File: src/rtl/ising_cfg_master_if.sv
// Host command stream plus the core-matrix configuration bus, as seen from
// the initiator (master) and from the host/core side (slave).
interface ising_cfg_master_if;
  logic        cmd_valid;
  logic        cmd_ready;
  logic [31:0] cmd_addr;
  logic [31:0] cmd_data;
  logic        cmd_last;
  logic        wready;
  logic [31:0] wr_addr;
  logic [31:0] wdata;
  logic [31:0] rd_addr;
  logic [31:0] rdata;
  logic [31:0] phase;

  modport master (
    input  cmd_valid, cmd_addr, cmd_data, cmd_last, rdata, phase,
    output cmd_ready, wready, wr_addr, wdata, rd_addr
  );

  modport slave (
    output cmd_valid, cmd_addr, cmd_data, cmd_last, rdata, phase,
    input  cmd_ready, wready, wr_addr, wdata, rd_addr
  );
endinterface

File: src/rtl/ising_cfg_master.sv
// Configuration-bus initiator: writes each host weight, reads it back to verify,
// then runs the Ising core for a programmed window and captures the phase word.
module ising_cfg_master #(
  parameter int unsigned RD_LAT      = 2,
  parameter logic [31:0] VERIFY_MASK = 32'hFFFF_FFFF,
  parameter int unsigned ERR_W       = 16
) (
  input  logic               clk,
  input  logic               rst,
  ising_cfg_master_if.master bus,
  input  logic [31:0]        run_cycles,
  input  logic [31:0]        phase_addr,
  input  logic               abort,
  input  logic               done_ack,
  output logic               ising_rstn,
  output logic               axi_rstn,
  output logic [31:0]        phase_out,
  output logic               done,
  output logic               err,
  output logic [ERR_W-1:0]   err_count
);

  typedef enum logic [2:0] {
    IDLE     = 3'd0,
    WRITE    = 3'd1,
    RD_WAIT  = 3'd2,
    CHECK    = 3'd3,
    RUN      = 3'd4,
    CAP_WAIT = 3'd5,
    DONE     = 3'd6
  } state_t;

  localparam logic [31:0]      RD_LAT_C = 32'(RD_LAT);
  localparam logic [ERR_W-1:0] ERR_MAX  = {ERR_W{1'b1}};

  state_t      state_r;
  logic [31:0] cnt_r;
  logic        last_r;

  function automatic logic verify_mismatch(input logic [31:0] rd, input logic [31:0] wr);
    return ((rd ^ wr) & VERIFY_MASK) != 32'd0;
  endfunction

  // Config-logic reset release: follows rst deassertion by one clock edge.
  always_ff @(posedge clk or posedge rst) begin
    if (rst) begin
      axi_rstn <= 1'b0;
    end else begin
      axi_rstn <= 1'b1;
    end
  end

  // Sequencer FSM with all bus and status outputs registered.
  always_ff @(posedge clk or posedge rst) begin
    if (rst) begin
      state_r       <= IDLE;
      cnt_r         <= 32'd0;
      last_r        <= 1'b0;
      bus.cmd_ready <= 1'b1;
      bus.wready    <= 1'b0;
      bus.wr_addr   <= 32'd0;
      bus.wdata     <= 32'd0;
      bus.rd_addr   <= 32'd0;
      ising_rstn    <= 1'b0;
      phase_out     <= 32'd0;
      done          <= 1'b0;
      err           <= 1'b0;
      err_count     <= {ERR_W{1'b0}};
    end else if (abort) begin
      // Abort keeps the error history and the last captured phase.
      state_r       <= IDLE;
      bus.cmd_ready <= 1'b1;
      bus.wready    <= 1'b0;
      ising_rstn    <= 1'b0;
      done          <= 1'b0;
    end else begin
      case (state_r)
        IDLE: begin
          if (bus.cmd_valid && bus.cmd_ready) begin
            bus.wr_addr   <= bus.cmd_addr;
            bus.wdata     <= bus.cmd_data;
            last_r        <= bus.cmd_last;
            bus.wready    <= 1'b1;
            bus.cmd_ready <= 1'b0;
            state_r       <= WRITE;
          end
        end
        WRITE: begin
          bus.wready  <= 1'b0;
          bus.rd_addr <= bus.wr_addr;
          cnt_r       <= RD_LAT_C;
          state_r     <= RD_WAIT;
        end
        RD_WAIT: begin
          if (cnt_r == 32'd1) begin
            state_r <= CHECK;
          end else begin
            cnt_r <= cnt_r - 32'd1;
          end
        end
        CHECK: begin
          if (verify_mismatch(bus.rdata, bus.wdata)) begin
            err <= 1'b1;
            if (err_count != ERR_MAX) begin
              err_count <= err_count + ERR_W'(1);
            end
          end
          if (last_r) begin
            // A zero-length window still runs the core for one cycle.
            cnt_r      <= (run_cycles == 32'd0) ? 32'd1 : run_cycles;
            ising_rstn <= 1'b1;
            state_r    <= RUN;
          end else begin
            bus.cmd_ready <= 1'b1;
            state_r       <= IDLE;
          end
        end
        RUN: begin
          if (cnt_r == 32'd1) begin
            bus.rd_addr <= phase_addr;
            cnt_r       <= RD_LAT_C;
            state_r     <= CAP_WAIT;
          end else begin
            cnt_r <= cnt_r - 32'd1;
          end
        end
        CAP_WAIT: begin
          if (cnt_r == 32'd1) begin
            phase_out  <= bus.phase;
            ising_rstn <= 1'b0;
            done       <= 1'b1;
            state_r    <= DONE;
          end else begin
            cnt_r <= cnt_r - 32'd1;
          end
        end
        DONE: begin
          if (done_ack) begin
            done          <= 1'b0;
            bus.cmd_ready <= 1'b1;
            state_r       <= IDLE;
          end
        end
        default: begin
          state_r       <= IDLE;
          bus.cmd_ready <= 1'b1;
          bus.wready    <= 1'b0;
          ising_rstn    <= 1'b0;
          done          <= 1'b0;
        end
      endcase
    end
  end

endmodule

File: src/flat_wrapper.sv
// flat-port wrapper written by rule: the top's interface ports become plain ports
module ising_cfg_master_flat 
#(
  parameter int unsigned RD_LAT      = 2,
  parameter logic [31:0] VERIFY_MASK = 32'hFFFF_FFFF,
  parameter int unsigned ERR_W       = 16
)
  (clk, rst, run_cycles, phase_addr, abort, done_ack, ising_rstn, axi_rstn, phase_out, done, err, err_count, bus_cmd_valid, bus_cmd_addr, bus_cmd_data, bus_cmd_last, bus_rdata, bus_phase, bus_cmd_ready, bus_wready, bus_wr_addr, bus_wdata, bus_rd_addr);
  ising_cfg_master_if bus_i ();
  input  logic clk;
  input  logic rst;
  input  logic [31:0] run_cycles;
  input  logic [31:0] phase_addr;
  input  logic abort;
  input  logic done_ack;
  output logic ising_rstn;
  output logic axi_rstn;
  output logic [31:0] phase_out;
  output logic done;
  output logic err;
  output logic [ERR_W-1:0] err_count;
  input wire logic [$bits(bus_i.cmd_valid)-1:0] bus_cmd_valid;
  input wire logic [$bits(bus_i.cmd_addr)-1:0] bus_cmd_addr;
  input wire logic [$bits(bus_i.cmd_data)-1:0] bus_cmd_data;
  input wire logic [$bits(bus_i.cmd_last)-1:0] bus_cmd_last;
  input wire logic [$bits(bus_i.rdata)-1:0] bus_rdata;
  input wire logic [$bits(bus_i.phase)-1:0] bus_phase;
  output wire logic [$bits(bus_i.cmd_ready)-1:0] bus_cmd_ready;
  output wire logic [$bits(bus_i.wready)-1:0] bus_wready;
  output wire logic [$bits(bus_i.wr_addr)-1:0] bus_wr_addr;
  output wire logic [$bits(bus_i.wdata)-1:0] bus_wdata;
  output wire logic [$bits(bus_i.rd_addr)-1:0] bus_rd_addr;
  assign bus_i.cmd_valid = bus_cmd_valid;
  assign bus_i.cmd_addr = bus_cmd_addr;
  assign bus_i.cmd_data = bus_cmd_data;
  assign bus_i.cmd_last = bus_cmd_last;
  assign bus_i.rdata = bus_rdata;
  assign bus_i.phase = bus_phase;
  assign bus_cmd_ready = bus_i.cmd_ready;
  assign bus_wready = bus_i.wready;
  assign bus_wr_addr = bus_i.wr_addr;
  assign bus_wdata = bus_i.wdata;
  assign bus_rd_addr = bus_i.rd_addr;
  ising_cfg_master #(.RD_LAT(RD_LAT), .VERIFY_MASK(VERIFY_MASK), .ERR_W(ERR_W)) u_core (.clk(clk), .rst(rst), .bus(bus_i), .run_cycles(run_cycles), .phase_addr(phase_addr), .abort(abort), .done_ack(done_ack), .ising_rstn(ising_rstn), .axi_rstn(axi_rstn), .phase_out(phase_out), .done(done), .err(err), .err_count(err_count));
endmodule
File: config.mk
export PLATFORM = sky130hd
export DESIGN_NAME = ising_cfg_master_flat
export DESIGN_NICKNAME = d
export VERILOG_FILES = /design/src/rtl/ising_cfg_master_if.sv /design/src/rtl/ising_cfg_master.sv /design/src/flat_wrapper.sv
export SDC_FILE = /design/constraint.sdc
export NUM_CORES = 1
export LEC_CHECK = 0
export CORE_MARGIN = 3
export CORE_UTILIZATION = 40
export CTS_CLUSTER_DIAMETER = 200
export DETAILED_ROUTE_END_ITERATION = 6
export GPL_TIMING_DRIVEN = 0
export HOLD_SLACK_MARGIN = 0.1
export PLACE_DENSITY = 0.77
export SLEW_MARGIN = 20
export SYNTH_ARGS = -nofsm -noshare
export SYNTH_HDL_FRONTEND = slang
export SYNTH_SLANG_ARGS = --single-unit
File: constraint.sdc
create_clock -name clk -period 6.6 [get_ports clk]
set_input_delay 1.32 -clock clk [delete_from_list [all_inputs] [get_ports clk]]
set_output_delay 1.32 -clock clk [all_outputs]
set_load 0.03 [all_outputs]
==> flow_summary_export.csv <==
group,metric,value,unit
run_status,status,"complete, no violations",
synthesis,yosysTopAreaCell,"dfrtp_1",
timing,max_clock_freq,245.8,MHz
timing,slew_viol_final,0,
clock_tree,cts_tree,"built",
clock_tree,cts_buffers,17,
worst_setup_path,r2r_cells,7,
die,die_area,23960,um2
global_routing,antenna_found_initial,4,
detailed_routing,first_pass_iters,5,
die,core_area,21350,um2
timing,fin_crit,4.069,ns
detailed_routing,drt-initial-drc-count,485,
synthesis,synth_seq_cells,186,
global_routing,track_usage,25.45,%
timing,rsz0062_at_grt,"false",
power,power_density,355.3,nW/um2
synthesis,synth_edf_count,0,
synthesis,yosysTopAreaCellShare,52.29,%
min_path,hp-class,"register to register",
global_routing,grt_pass1_vias,8228,
synthesis,synthFlopType,"dfrtp_1",
timing,finalSetupTns,0,ns
min_path,hold_depth,1,
timing,whs,0.4793,ns
die,io_pins,348,
timing,worst_slew_pin_slew,0.8583,ns
clock_tree,h-tree-depth,4,
place,gp_congestion,0.9197,
detailed_routing,via_count,7927,
timing,final.setup_skew,0.01493,ns
worst_setup_path,cp.arrival,4.35,ns
finish,drive_gt1_share,13.28,%
global_routing,grt_max_degree,84,
place,dpl.hpwl,23740,um
timing,slew-limit-headroom,42.25,%
power,ir_drop,214.3,uV
global_routing,grt_pass1_wl,47010,um
die,rows,53,
clock_tree,clk_pin_slew,0.07,ns
timing,final_hold_viol_count,0,
synthesis,ys_warn_count,0,
synthesis,async_flop_share,100.0,%
detailed_routing,routedWlPerCell,21.36,um
clock_tree,root_buffer,"clkbuf_16",
worst_setup_path,cp-start-kind,"input pin",
synthesis,synth-seq-area-share,52.59,%
timing,setup_viol,0,
finish,multi_input_area,3981,um2
synthesis,yosysUniqueCellTypes,66,
die,fp.dieH,154.8,um
synthesis,synth_nets,987,
detailed_routing,drc,0,
die,start_util,41.46,%
die,fp.dieW,154.8,um
detailed_routing,ant_nets,0,
finish,seqCellArea,4656,um2
worst_setup_path,worstPathRequired,6.88,ns
synthesis,syn-cell-area,8853,um2
global_routing,grt.overflow.total,0,
clock_tree,cts_resized,0,
clock_tree,clkLatencyLatePin,0.43,ns
synthesis,synth_common_cells,"dfrtp_1 (185), mux2_2 (93), nand2_1 (65)",
worst_setup_path,endpoint_kind,"register",
job,drv_cap,0,
clock_tree,post_cts_buffers,0,
synthesis,synth_area_leaders,"dfrtp_1 (52%), mux2_2 (12%), xor2_1 (4.6%)",
worst_setup_path,crit_fanout,10,
power,power_leakage,5.558,nW
finish,fin_nets,1355,
timing,period_share,61.65,%
synthesis,post_synth.cell_area_avg,11.26,um2
clock_tree,cts_sinks,186,
worst_setup_path,worstSetupPathType,"input pin to register",
place,numPortBuffers,347,
detailed_routing,wl,30840,um
clock_tree,clockBufferDepth,2,
finish,area_growth,51.00,%
clock_tree,hold_buffers,0,
synthesis,yosysMostFrequentCell,"dfrtp_1",
synthesis,syn_inst,786,
detailed_routing,routed_via_density,5.490,
finish,fillers,1772,
metal layers:
metal	track usage [%]	share of wire [%]	wire, um	vias up
li1	-	-	-	3616
met1	29.60	37	11460	3887
met2	44.53	51	15870	359
met3	7.750	8.3	2554	61
met4	8.999	3.0	933	4
met5	0	0.088	27	-
worst max-delay path: stages:
cell and delay, ns:
clkdlybuf4s50_1 0.42, xor2_1 0.16, nor4_1 0.76, nand4_1 0.23, o21ai_1 0.66, clkbuf_1 0.45, nor4_1 0.15, xor2_1 0.20
registers in the layout (all words and copies together) (netlist names), 3 cells and up:
name                count
u_core.phase_out       32
u_core.bus.wdata       32
u_core.err_count       16
u_core.bus.wr_addr     32
u_core.state_r          3
u_core.bus.rd_addr     32
u_core.cnt_r           32
stage by stage:
stage | worst slack [ns] | cells | utilization (%) | total power, mW | area, um2
6_report | 2.531 | 1444 | 62.61 | 4.749 | 13370
5_1_grt | 2.350 | 1444 | 62.61 | 4.978 | 13370
4_1_cts | 2.388 | 1442 | 62.56 | 4.778 | 13360
3_5_place_dp | 2.000 | 1410 | 59.67 | 3.678 | 12740
3_3_place_gp | -2.587 | 1408 | 59.34 | 3.637 | 12670
2_1_floorplan | 0.2246 | 786 | - | 2.751 | 8853
power breakdown:
part / leakage, nW / switching, mW / internal (mW) / total (mW)
clock: 0.300 / 0.499 / 0.586 / 1.09
sequential: 2.35 / 0.251 / 1.42 / 1.67
combinational: 2.90 / 1.14 / 0.850 / 1.99
total: 5.56 / 1.89 / 2.86 / 4.75
final timing paths:
kind	from	endpoint	slack, ns
worst max-delay path	bus_rdata[18]	u_core.err_count[6]	2.53
worst min register to register	u_core.err	u_core.err	0.48
max in group asynchronous	rst	u_core.bus.rd_addr[30]	4.26
worst max register to register	u_core.bus.wdata[9]	u_core.err_count[6]	3.39
min in group asynchronous	rst	u_core.phase_out[2]	1.28
worst min-delay path	u_core.err	u_core.err	0.48
layout make-up:
cell class,count,area share (%)
Sequential cell,186,34.82
Multi-Input combinational cell,546,29.78
Timing Repair Buffer,349,26.39
Clock buffer,18,3.285
Tap cell,275,2.574
Clock inverter,14,1.329
Buffer,38,1.273
Inverter,16,0.5054
Antenna cell,2,0.03744
cell families after synthesis:
group	Yosys count	share of synthesized area (%)
xor gates and xnor gates	49	4.847
buffers and inverters	54	2.600
and+or+nand+nor	220	13.09
AOI/OAI and AO/OA	143	10.33
DFF	186	52.59
other	1	0.04236
muxes	130	16.08
adders and majority gates	3	0.4240
layout by cell type (no fill, tap or decap), types with 3 or more instances in the layout:
cell             netlist  final
inv_6                  0      6
inv_1                 15     14
o211ai_1               4      4
nor4_2                 2      3
xnor2_1                3      3
nand3b_1               3      3
clkdlybuf4s50_1        0    347
a211oi_1               4      4
nor2b_1                3      3
a21o_1                 7      7
nor2_1                31     31
nor3_1                31     31
mux2_1                 5      5
a221o_1               10     10
buf_2                 10     10
nand2_1               65     65
a22oi_1                6      6
o21ai_1                7      7
ha_1                   3      3
clkbuf_16              0     17
o21ai_0               61     61
a22o_1                 6      6
nand4_1               11     11
mux2_2                93     93
clkbuf_1              24     24
a21oi_1               18     18
nor4_1                35     34
a32oi_1                3      3
dfrtp_1              185    185
or3_1                  4      4
nand3_1               15     15
xor2_1                46     46
mux2i_1               32     32
(Power assumes the default switching activity.)
